<file path="config.mk">
export PLATFORM = sky130hd
export DESIGN_NAME = mram_arb_ctrl
export DESIGN_NICKNAME = d
export VERILOG_FILES = /design/src/rtl/mram_arb_ctrl_pkg.sv /design/src/rtl/mram_rr_arb2.sv /design/src/rtl/mram_arb_ctrl.sv
export SDC_FILE = /design/constraint.sdc
export NUM_CORES = 1
export LEC_CHECK = 0
export BUFFER_PORTS_ARGS = -buffer_cell sky130_fd_sc_hd__buf_2
export CAP_MARGIN = 10
export CORE_MARGIN = 5
export CORE_UTILIZATION = 24
export CTS_CLUSTER_SIZE = 25
export DETAILED_ROUTE_END_ITERATION = 10
export PLACE_DENSITY_LB_ADDON = 0.12
export SLEW_MARGIN = 25
export SYNTH_ARGS = -nofsm -noshare
export SYNTH_HDL_FRONTEND = slang
export SYNTH_HIERARCHICAL = 1
export SYNTH_SLANG_ARGS = --single-unit
</file>
<file path="constraint.sdc">
create_clock -name clk -period 2.3 [get_ports clk]
set_input_delay 0.115 -clock clk [delete_from_list [all_inputs] [get_ports clk]]
set_output_delay 0.115 -clock clk [all_outputs]
set_load 0.01 [all_outputs]
</file>
<file path="src/rtl/mram_arb_ctrl_pkg.sv">
// Shared types and constants for the MRAM two-requester arbiter/sequencer.
// Pin idle levels are also the reset levels of the array interface.
package mram_arb_ctrl_pkg;

   typedef enum logic [1:0] {
      ST_IDLE,
      ST_ACCESS,
      ST_WAIT,
      ST_TURN
   } state_e;

   localparam int DATA_W = 16;
   localparam int BE_LO  = 0;
   localparam int BE_HI  = 1;
   localparam int STAT_W = 32;

   // Array pins at rest: deselected, read direction, both byte lanes off, dq released
   localparam logic EN_IDLE   = 1'b0;
   localparam logic WE_IDLE   = 1'b1;
   localparam logic BYTE_IDLE = 1'b1;
   localparam logic OE_IDLE   = 1'b0;

   typedef struct packed {
      logic       we;
      logic [1:0] be;
      logic       port;
   } cmd_t;

   function automatic logic [DATA_W-1:0] be_mask(input logic [1:0] be);
      return {{8{be[BE_HI]}}, {8{be[BE_LO]}}};
   endfunction

   function automatic logic [STAT_W-1:0] sat_inc(input logic [STAT_W-1:0] v);
      return (&v) ? v : v + STAT_W'(1);
   endfunction

endpackage

</file>
<file path="src/rtl/mram_rr_arb2.sv">
// Two-way round-robin winner selection. The pointer holds the last granted
// port; with both requesting, the other port wins.
module mram_rr_arb2 (
   input  logic       clk,
   input  logic       rst,
   input  logic       en,
   input  logic [1:0] req,
   output logic [1:0] gnt
);

   logic last_q;

   always_comb begin
      gnt = 2'b00;
      if (en) begin
         if (&req) gnt = last_q ? 2'b01 : 2'b10;
         else      gnt = req;
      end
   end

   // Reset to port 1 so port 0 wins the first conflict
   always_ff @(posedge clk) begin
      if (rst)       last_q <= 1'b1;
      else if (|gnt) last_q <= gnt[1];
   end

endmodule

</file>
<file path="src/rtl/mram_arb_ctrl.sv">
// Arbiter and pin sequencer for the 16-bit MRAM array: IDLE -> ACCESS -> (WAIT -> TURN) -> IDLE.
// Define MRAM_ARB_CTRL_STATS_EN to add saturating read/write/conflict counters.
module mram_arb_ctrl
   import mram_arb_ctrl_pkg::*;
#(
   parameter int ADDR_WIDTH = 20,
   parameter int RD_LAT     = 1
) (
   input  logic                  clk,
   input  logic                  rst,
   input  logic                  req0_valid,
   output logic                  req0_ready,
   input  logic                  req0_we,
   input  logic [1:0]            req0_be,
   input  logic [ADDR_WIDTH-1:0] req0_addr,
   input  logic [DATA_W-1:0]     req0_wdata,
   input  logic                  req1_valid,
   output logic                  req1_ready,
   input  logic                  req1_we,
   input  logic [1:0]            req1_be,
   input  logic [ADDR_WIDTH-1:0] req1_addr,
   input  logic [DATA_W-1:0]     req1_wdata,
   output logic                  rsp0_valid,
   output logic [DATA_W-1:0]     rsp0_rdata,
   output logic                  rsp1_valid,
   output logic [DATA_W-1:0]     rsp1_rdata,
   output logic                  mram_enable,
   output logic                  mram_write_en,
   output logic                  mram_lb_enable,
   output logic                  mram_ub_enable,
   output logic [ADDR_WIDTH-1:0] mram_addr,
   output logic [DATA_W-1:0]     mram_dq_out,
   output logic                  mram_dq_oe,
   input  logic [DATA_W-1:0]     mram_dq_in
`ifdef MRAM_ARB_CTRL_STATS_EN
   ,
   output logic [STAT_W-1:0]     stat_rd_cnt,
   output logic [STAT_W-1:0]     stat_wr_cnt,
   output logic [STAT_W-1:0]     stat_conflict_cnt
`endif
);

   state_e                state_q, state_d;
   cmd_t                  cmd_q;
   logic [1:0]            gnt;
   logic                  arb_en;
   logic                  xfer;
   logic                  sel;
   logic                  sel_we;
   logic [1:0]            sel_be;
   logic [ADDR_WIDTH-1:0] sel_addr;
   logic [DATA_W-1:0]     sel_wdata;
   logic [RD_LAT:0]       vld_pipe;
   logic [DATA_W-1:0]     rd_cap_q;
   logic                  rd_done;
   logic                  rsp_fire;

   // Arbitration is only open in IDLE and never while reset is held
   assign arb_en = (state_q == ST_IDLE) && !rst;

   mram_rr_arb2 u_arb (
      .clk (clk),
      .rst (rst),
      .en  (arb_en),
      .req ({req1_valid, req0_valid}),
      .gnt (gnt)
   );

   assign req0_ready = gnt[0];
   assign req1_ready = gnt[1];
   assign xfer       = |gnt;
   assign sel        = gnt[1];
   assign sel_we     = sel ? req1_we    : req0_we;
   assign sel_be     = sel ? req1_be    : req0_be;
   assign sel_addr   = sel ? req1_addr  : req0_addr;
   assign sel_wdata  = sel ? req1_wdata : req0_wdata;

   always_comb begin
      state_d  = state_q;
      rd_done  = 1'b0;
      rsp_fire = 1'b0;
      case (state_q)
         ST_IDLE:   if (xfer) state_d = ST_ACCESS;
         ST_ACCESS: state_d = cmd_q.we ? ST_IDLE : ST_WAIT;
         ST_WAIT: begin
            if (vld_pipe[RD_LAT]) begin
               rd_done = 1'b1;
               state_d = ST_TURN;
            end
         end
         ST_TURN: begin
            rsp_fire = 1'b1;
            state_d  = ST_IDLE;
         end
         default:   state_d = ST_IDLE;
      endcase
   end

   // vld_pipe[k] marks the k-th cycle after a read access; bit RD_LAT is the capture cycle
   always_ff @(posedge clk) begin
      if (rst) begin
         state_q  <= ST_IDLE;
         cmd_q    <= '0;
         vld_pipe <= '0;
         rd_cap_q <= '0;
      end else begin
         state_q  <= state_d;
         vld_pipe <= {vld_pipe[RD_LAT-1:0], xfer & ~sel_we};
         if (xfer)    cmd_q    <= '{we: sel_we, be: sel_be, port: sel};
         if (rd_done) rd_cap_q <= mram_dq_in & be_mask(cmd_q.be);
      end
   end

   // Pins are loaded straight from the winning request, so ACCESS lasts exactly one cycle
   always_ff @(posedge clk) begin
      if (rst || !xfer) begin
         mram_enable    <= EN_IDLE;
         mram_write_en  <= WE_IDLE;
         mram_lb_enable <= BYTE_IDLE;
         mram_ub_enable <= BYTE_IDLE;
         mram_addr      <= '0;
         mram_dq_out    <= '0;
         mram_dq_oe     <= OE_IDLE;
      end else begin
         mram_enable    <= 1'b1;
         mram_write_en  <= ~sel_we;
         mram_lb_enable <= ~sel_be[BE_LO];
         mram_ub_enable <= ~sel_be[BE_HI];
         mram_addr      <= sel_addr;
         mram_dq_out    <= sel_we ? sel_wdata : '0;
         mram_dq_oe     <= sel_we;
      end
   end

   always_ff @(posedge clk) begin
      if (rst) begin
         rsp0_valid <= 1'b0;
         rsp1_valid <= 1'b0;
         rsp0_rdata <= '0;
         rsp1_rdata <= '0;
      end else begin
         rsp0_valid <= rsp_fire && !cmd_q.port;
         rsp1_valid <= rsp_fire &&  cmd_q.port;
         if (rsp_fire && !cmd_q.port) rsp0_rdata <= rd_cap_q;
         if (rsp_fire &&  cmd_q.port) rsp1_rdata <= rd_cap_q;
      end
   end

`ifdef MRAM_ARB_CTRL_STATS_EN
   always_ff @(posedge clk) begin
      if (rst) begin
         stat_rd_cnt       <= '0;
         stat_wr_cnt       <= '0;
         stat_conflict_cnt <= '0;
      end else begin
         if (xfer && !sel_we) stat_rd_cnt <= sat_inc(stat_rd_cnt);
         if (xfer &&  sel_we) stat_wr_cnt <= sat_inc(stat_wr_cnt);
         if (state_q == ST_IDLE && req0_valid && req1_valid)
            stat_conflict_cnt <= sat_inc(stat_conflict_cnt);
      end
   end
`endif

endmodule

</file>
======== Word level (Yosys, flattened, before mapping) ========
Index checks and enable logic that the tools add are counted.
operators by class
  equal/unequal tests ..................... 5
  muxes and demuxes ....................... 15
  bitwise gates (word level) .............. 5
  reduce and logical (&&, ||, !) cells .... 12
operators by type and width
  cell                                                              count
  20-bit two-way mux                                                1
  16-bit bitwise AND                                                1
  16-bit two-way mux                                                1
  2-bit two-way mux                                                 7
  2-bit one-hot mux with 4 select lines                             1
  1-bit two-way mux                                                 5
  2-bit == test (second input constant)                             2
  2-bit != test (second input constant)                             2
  2-bit AND reduction                                               2
  2-bit OR reduction                                                2
  1-bit logical AND                                                 3
  1-bit zero test                                                   3
  1-bit NOT                                                         3
  2-bit by 1-bit == test with 1-bit output (second input constant)  1
  2-bit zero test                                                   1
  1-bit bitwise AND                                                 1
  1-bit logical OR                                                  1
word-level totals
  bits in registers ....................... 100
  input port bits ......................... 98
  output and inout bits ................... 77
  word-level logic and storage cells ...... 55

======== Longest topological paths before layout ========
Gate-level depths: netlist of the first run.
  word-level depth ........................ 7
  mapped depth ............................ 10
  gate-level depth less buffers ........... 5

======== Hierarchy ========
Netlist of the first run, hierarchy kept.
by module, submodules not included
  module         instances  cells each  area each (um^2)  sequential area each (um^2)
  mram_arb_ctrl  1          349         3911.3            1981.9
  mram_rr_arb2   1          8           58.8              20.0

======== Least setup slack after synthesis of the first run ========
OpenSTA, ideal clock, no wires.
  path type ............................... in2reg
  from .................................... input rst
  to ...................................... register mram_dq_out[10]
  setup time .............................. 0.086 ns
  data arrival time ....................... 1.877 ns
  data required time ...................... 2.214 ns
  setup slack ............................. 0.337 ns
  cell stages on the path ................. 10
  buffers on the path ..................... 5
  cell sequence ........................... buf_2 buf_2 buf_2 nor3_1 nand2_1 a21oi_1 buf_4 nand3b_2 buf_6 a211oi_1
between the ends
  word-level cells in the longest chain between the ends .. 7
  elaborated cells between the ends (all ways) .. 10
  classes of those cells .................. 3 x mux; 1 x bitwise; 6 x reduce/logical
ends and longest elaborated chain
  element                       line                  RTL
  start, declared               mram_arb_ctrl.sv:10   input logic rst,
  1-bit zero test               mram_arb_ctrl.sv:59   assign arb_en = (state_q == ST_IDLE) && !rst;
  1-bit logical AND             mram_arb_ctrl.sv:59
  named net arb_en              mram_arb_ctrl.sv:46   logic arb_en;
  2-bit two-way mux             mram_rr_arb2.sv:15    if (en) begin
  named net req0_ready          mram_arb_ctrl.sv:12   output logic req0_ready,
  2-bit OR reduction            mram_arb_ctrl.sv:71   assign xfer = |gnt;
  1-bit zero test               mram_arb_ctrl.sv:116  if (rst || !xfer) begin
  1-bit logical OR              mram_arb_ctrl.sv:116
  2-bit OR reduction (no line)  -
  end signal, assigned          mram_arb_ctrl.sv:130  mram_dq_out <= sel_we ? sel_wdata : '0;
  end, declared                 mram_arb_ctrl.sv:32   output logic [DATA_W-1:0] mram_dq_out,
The timed path passes the listed nets, and every way through them passes these cells.
A chain may end at the register's enable or synchronous reset.

==> results.md, run 1 <==
- Register Area: roughly 0.002 mm2
- Final Max Tran Viols: 0
- Final Non-Filler Cells: between 700 and 800
- Worst setup path category: reg -> out
- Period utilisation layout: 0.883
- Seq pwr share: 0.482
- IO Count: 175
- Vias in the first global route: 3365
- CTS tree: built
- Int Pwr: 0.00286 W
- Routed wire length: 10.8 mm
- Mapped Cells: 357
- CP required: 2.18 ns
- Multi-input gate area: 0.00175 mm2
- Post-Syn Area: between 0.003 and 0.004 mm2
- Grt total ovfl: 0
- Port Buffer Count: 174
- FFs w/ async S/R, synth: 0
- DP Wirelength: 7.44 mm
- Max Cap Viol: 0
- Yosys reg bits: 100
- First-pass GRT wire length: between 15 and 20 mm
- Tmin final: slightly above 2 ns
- Number of setup violations in the final report: 0
- Area grow syn2layout: 41.3%
- Inst Count DP: 732
- Vias: 3196
- Pwr per Cell Area: approximately 670 mW/mm2
- Clk_skew: ~0.0063 ns
- Net Sw Power: about 0.00092 W
- Switching share of total power: 0.242
- Largest net degree at the start of global routing: between 90 and 100
- Clock Latency Late Sink: between 0.3 and 0.4 ns
- Mapped Nets: 455
- Type of the most critical hold path: in -> reg
- R2R Path End: mram_dq_out[6]
- Wire per inst: 13.9 um
- Initial antenna violation count: 0
- Endpoint class of the critical path: output pin
- Die Y: 139 um
- DRT iter0 DRCs: 99
- Starting density of the core: 0.242
- Layout cells sized above 1: 0.369
- Synth warnings: 6
- GP Congestion: 0.676
- CTS clk-pin slew, worst paths: 0.07 ns
- Final hold slack: 0.0163 ns
- Die X: 139 um
- Core region area: 0.0164 mm2
- Logic pwr share: 0.118
- Residual DRC: 0
- Destination of the critical timing path: req1_ready
- Worst R2R Path Depth: 5
- Max H-tree Level: 3
- Clock sink total: 100
- Final setup TNS: 0 ns
- Setup slack, reg-to-reg: 0.28 ns
- Arrival time at the worst endpoint: approximately 1.9 ns
- Post-synthesis sequential area ratio: 0.504
- Die ar.: around 0.019 mm2
- Synth cell types: 34
- DRT Pass-1 Iters: 4
- Rows: 47
- FMAX: 492 MHz
- Rel. slew slack: 0.461
- CP max FO: 37
- DRT antenna net count: 0
- Worst setup SP type: flip-flop
- Share of total power in the clock network: 0.400
- Root Buffer: clkbuf_16
- Clk buf depth: 2
- Num CTS Buffers: 9
- Routed vias/inst: a little over 4
- Syn_area_per_cell: 11.1 um2
- Pleak: 2.47 nW
- Status: completed
- Fillers: roughly 1.7k
- Max VDD drop: 0.319 mV
- RSZ-0062 raised after global routing: no
- Worst-margin pin slew: 0.809 ns
- EDFF count, synth: 0
- Final Hold Vio Count: 0
- Top FF cell, synth: dfxtp_1
- Final #Nets: 652
- Post_cts resized: 0
- GR Util All Layers: 0.114
[through the flow]
step / power (W) / instance area [um2] / setup slack (ns) / utilization
after floorplan: 0.00210 / 3970 / 0.337 / -
after global placement: 0.00227 / 5000 / 0.366 / 0.305
after detailed placement: 0.00227 / 5000 / 0.312 / 0.305
after CTS: 0.00386 / 5610 / 0.246 / 0.342
after global routing: 0.00397 / 5610 / 0.0741 / 0.342
final: 0.00378 / 5610 / 0.268 / 0.342
[power groups by stage]
stage	Combinational [W]	Sequential [W]	Clock, W
floorplan	0.000233	0.00186	0
global placement	0.000409	0.00186	0
detailed placement	0.000411	0.00186	0
CTS	0.000452	0.00182	0.00159
global route	0.000493	0.00183	0.00165
finish	0.000447	0.00182	0.00151
[layout by cell type, fill, tap and decap left out, types with 2 or more instances in the layout]
master / instances
nor2b_1: 5
nand3b_1: 16
clkinv_4: 2
and3b_1: 2
dlygate4sd3_1: 31
dfxtp_1: 100
inv_1: 3
a21oi_1: 4
buf_2: 174
a211oi_1: 18
mux2i_1: 88
buf_4: 9
clkbuf_16: 9
nor2_1: 21
nand2_1: 3
nor3_1: 2
nand2b_1: 50
clkinv_2: 4
[what timing repair did]
action,in CTS,in global routing
buffers inserted,0,0
hold endpoints to repair,18,0
hold buffers,31,0
[Yosys cell counts, types with 2 or more instances]
library cell | instances | area [um2]
nor2_1 | 21 | 78.8
buf_6 | 6 | 67.6
mux2i_1 | 88 | 881
nor3_1 | 2 | 10.0
buf_4 | 5 | 37.5
buf_2 | 9 | 45.0
nor2b_1 | 5 | 31.3
dfxtp_1 | 100 | 2000
clkbuf_1 | 6 | 22.5
a211oi_1 | 18 | 135
nand2b_1 | 50 | 313
inv_1 | 3 | 11.3
and3b_1 | 2 | 17.5
nand3b_1 | 16 | 120
nand2_1 | 3 | 11.3
a21oi_1 | 5 | 25.0
[cell families after synthesis]
group | after synthesis | share of synthesized area
AOI/OAI and AO/OA | 29 | 0.0536
buffers and inverters | 33 | 0.0570
DFF | 100 | 0.504
muxes | 88 | 0.222
and+or+nand+nor | 107 | 0.163
[worst max-delay path, cell delays in order, from the launching register on]
cell and delay, ns:
dfxtp_1 0.37, nor3_1 0.33, nand2_1 0.15, a21oi_4 0.23, buf_12 0.29, buf_2 0.19
[cell type report]
cell class,instances,share of cell area
Sequential cell,100,0.357
Multi-Input combinational cell,224,0.313
Timing Repair Buffer,215,0.226
Tap cell,220,0.0491
Clock buffer,9,0.0402
Clock inverter,7,0.0120
Inverter,4,0.00268
Antenna cell,1,0.000446
[metal layers]
metal	global-route usage	vias up	share of wire
met5	0	-	0
met4	0.0499	0	0.022
met3	0.0469	16	0.091
met2	0.179	122	0.45
met1	0.137	1431	0.44
li1	-	1627	-
[state kept, by name, summed over array words and instances, names as in the netlist, 2 cells and up, named ones only]
| name | cells |
|---|---|
| rsp1_rdata | 16 |
| mram_addr | 20 |
| rsp0_rdata | 16 |
| rd_cap_q | 16 |
| vld_pipe | 2 |
| cmd_q | 4 |
| mram_dq_out | 16 |
[worst min path at each step]
stage	slack (ns)	end	startpoint	cells past startpoint
6_report	0.02	mram_addr[1]	req1_addr[1]	3
4_1_cts	0.002	mram_addr[19]	req0_addr[19]	3
3_3_place_gp	0.35	mram_addr[12]	req0_addr[12]	3
2_1_floorplan	0.25	u_arb/last_q	rst	1
5_1_grt	0.01	mram_addr[1]	req1_addr[1]	3
3_5_place_dp	0.35	mram_addr[11]	req0_addr[11]	3
Note: power is estimated with default switching activity, not from simulation.
==> run 2: changes to the inputs <==
--- a/config.mk
+++ b/config.mk
@@ -5,6 +5,7 @@
 export SDC_FILE = /design/constraint.sdc
 export NUM_CORES = 1
 export LEC_CHECK = 0
+export ABC_AREA = 1
 export BUFFER_PORTS_ARGS = -buffer_cell sky130_fd_sc_hd__buf_2
 export CAP_MARGIN = 10
 export CORE_MARGIN = 5
==> run 2 against run 1 <==
Net effect:
- count of clock-buffer cells in the layout rose by 1
- register-to-register slack improved by 0.26 ns
- die area rose by 1.6%
- global-route usage rose by 0.39 points
- synthesized cell count rose by 69%
- highest routed layer is now met5
==> results.md, run 2 <==
- Status: completed
- Clk buf depth: 2 (unchanged)
- Number of setup violations in the final report: 0 (unchanged)
- DRT Pass-1 Iters: 4 (unchanged)
- Worst-margin pin slew: 0.411 ns (-0.398 ns)
- Net Sw Power: 0.000940 W (+2.6%)
- Synth Area in Simple Gates: 0.340 (+0.177)
- Destination of the critical timing path: req1_ready
- Largest register FFs: 20 (unchanged)
- Logic pwr share: 0.111 (-0.007)
- DRT iter0 DRCs: 145 (+46%)
- Clock sink total: 100 (unchanged)
- Arrival time at the worst endpoint: 1.81 ns (-0.11 ns)
- Multi-input gate area: 0.00153 mm2 (-13%)
- CTS clk-pin slew, worst paths: 0.07 ns (about the same)
- GR Util All Layers: 0.118 (+0.00389)
- Rel. slew slack: 0.726 (+0.265)
- Core region area: 0.0165 mm2 (+0.72%)
- Switching share of total power: 0.248 (+0.00613)
- Total power: 0.00378 W (about the same)
- Area leader, netlist: dfxtp_1
- Die ar.: 0.0195 mm2 (+1.6%)
- IO Count: 175 (unchanged)
- DP Wirelength: 8.37 mm (+12%)
- Synth Area in Compound Gates: 0.0390 (-0.0145)
- Synth warnings: 6 (unchanged)
- Setup slack, reg-to-reg: 0.54 ns (+0.26 ns)
- Routed wire length: 11.5 mm (+6.1%)
- Rows: 47 (unchanged)
- Clk_skew: 0.00455 ns (-0.00170 ns)
- Post-Place Worst Slack: 0.530 ns (+0.218 ns)
- Top FF cell, synth: dfxtp_1
- FMAX: 520 MHz (+5.6%)
- Mapped Nets: 702 (+54%)
- Residual DRC: 0 (unchanged)
- Root Buffer: clkbuf_16
- Tmin final: 1.92 ns (-0.109 ns)
- Mapped Cells: 604 (+69%)
- Grt total ovfl: 0 (unchanged)
- Most frequent cells in the layout: 227 x nand2_1, 174 x buf_2, 118 x nor2_1
- Port Buffer Count: 174 (unchanged)
- GP Congestion: 0.802 (+19%)
- Largest net degree at the start of global routing: 40 (-59%)
- CP required: 2.18 ns (about the same)
- Die X: 140 um (+0.80%)
- CTS tree: built
- Vias: 3834 (+20%)
- Synth cell types: 19 (-44%)
- Endpoint class of the critical path: output pin
- Reg with most FFs: mram_addr
- Type of the most critical hold path: in -> reg
- Yosys reg bits: 100 (unchanged)
- Post-Synth XOR/XNOR Area: 0 (unchanged)
- Register Area: 0.00200 mm2 (unchanged)
- CP max FO: 18 (-51%)
- Post-synthesis sequential area ratio: 0.496 (-0.00859)
- RSZ-0062 raised after global routing: no
- Commonest non-fill, non-tap cell in the layout: nand2_1
- Worst setup path category: reg -> out
- Max VDD drop: 0.320 mV (+0.37%)
- Pleak: 3.40 nW (+38%)
- Period utilisation layout: 0.836 (-0.0472)
- Top post-synthesis cells by count: 227 x nand2_1, 118 x nor2_1, 100 x dfxtp_1
- Vias in the first global route: 3798 (+13%)
- EDFF count, synth: 0 (unchanged)
- Worst Slack Setup Final: 0.377 ns (+0.109 ns)
- Final setup TNS: 0 ns (unchanged)
- Clock Latency Late Sink: 0.34 ns (about the same)
- Fillers: 1841 (+7.2%)
- Final #Nets: 871 (+34%)
- Final Max Tran Viols: 0 (unchanged)
- Setup bufs post-CTS: 0 (unchanged)
- Max H-tree Level: 3 (unchanged)
- Post-synthesis adder-cell area fraction: 0 (unchanged)
- FFs w/ async S/R, synth: 0 (unchanged)
- Post_cts resized: 0 (unchanged)
- Seq pwr share: 0.485 (+0.003)
- Synth top area share: 0.496 (-0.00859)
- Final Hold Vio Count: 0 (unchanged)
- Syn_area_per_cell: 6.69 um2 (-40%)
- Pwr per Cell Area: 694 mW/mm2 (+3.0%)
- Initial antenna violation count: 2 (+2)
- Synth area leaders: dfxtp_1 50%, nand2_1 21%, nor2_1 11%
- Starting density of the core: 0.244 (+0.00244)
- Most frequent cell after synthesis: nand2_1
- Worst setup SP type: flip-flop
- Die Y: 140 um (+0.80%)
- Layout cells sized above 1: 0.265 (-0.104)
- Post-Syn Area: 0.00404 mm2 (+1.7%)
- R2R Path End: mram_dq_out[14]
- DRT antenna net count: 0 (unchanged)
- Largest family of logic cells by synthesized area: simple AND/OR/NAND/NOR gates
- Area grow syn2layout: 34.9%
- Max Cap Viol: 0 (unchanged)
- Final hold slack: 0.0194 ns (+0.00313 ns)
- Wire per inst: 11.5 um (-17%)
- Int Pwr: 0.00284 W (-0.73%)
- Worst R2R Path Depth: 7 (+2)
- Num CTS Buffers: 9 (unchanged)
- First-pass GRT wire length: 18.6 mm (+5.2%)
- Routed vias/inst: 3.84 (-6.3%)
- Multiplexer share of the synthesized area: 0 (-0.222)
- Share of total power in the clock network: 0.404 (+0.004)
==> run 2: metal layers <==
layer  wire [um]  part of all wire  vias up  GRT usage
met4         186             0.016        2     0.0474
met1        5290              0.46     1610      0.145
met2        4890              0.43      132      0.183
met5           7           0.00061        -          0
met3        1130             0.098       13     0.0480
li1            -                 -     2077          -
==> run 2: worst min path at each step <==
| stage | start | to | slack [ns] | cells past startpoint |
|---|---|---|---|---|
| 6_report | req0_wdata[8] | mram_dq_out[8] | 0.02 | 3 |
| 5_1_grt | req0_wdata[13] | mram_dq_out[13] | 0.009 | 3 |
| 4_1_cts | req0_wdata[8] | mram_dq_out[8] | 0.0008 | 3 |
| 3_5_place_dp | req0_wdata[7] | mram_dq_out[7] | 0.37 | 3 |
| 3_3_place_gp | req0_wdata[5] | mram_dq_out[5] | 0.36 | 3 |
| 2_1_floorplan | rst | u_arb/last_q | 0.22 | 2 |
==> run 2: timing repair <==
action,CTS,global route
hold buffers,3,0
endpoints found under the hold margin,3,0
setup endpoints to repair,0,0
==> run 2: through the flow <==
step                      cell area, um2  instances   util
after floorplan                     4040        604      -
after global placement              5110        979  0.309
after detailed placement            5110        979  0.309
after CTS                           5450        998  0.330
after global routing                5450        999  0.330
final                               5450        999  0.330
==> run 2: logic make-up (layout without fill, tap and decap cells) <==
family / count (synthesis) / in the layout
AOI/OAI and AO/OA: 23 / 23
DFF: 100 / 100
other: 0 / 1
buffers and inverters: 124 / 298
and+or+nand+nor: 357 / 357
==> run 2: layout make-up <==
type                       instances  area share
antenna                            1    0.000459
tap                              220      0.0505
multi-input combinational        380       0.281
timing repair buffer             187       0.179
inverter                          95      0.0655
sequential                       100       0.367
clock buffer                      10      0.0439
clock inverter                     6      0.0117
==> run 2: power groups by stage <==
stage	combinational, W	clock [W]	sequential [W]
final	0.000418	0.00153	0.00184
after global routing	0.000482	0.00167	0.00185
after CTS	0.000428	0.00160	0.00184
after detailed placement	0.000422	0	0.00188
after global placement	0.000419	0	0.00188
after floorplan	0.000221	0	0.00188
==> run 2: critical path: stages, from the launching register on <==
cell and delay, ns:
dfxtp_1 0.37, nor3_1 0.29, nand2_1 0.09, inv_1 0.07, nand2_2 0.05, inv_1 0.17, buf_4 0.27, buf_2 0.17
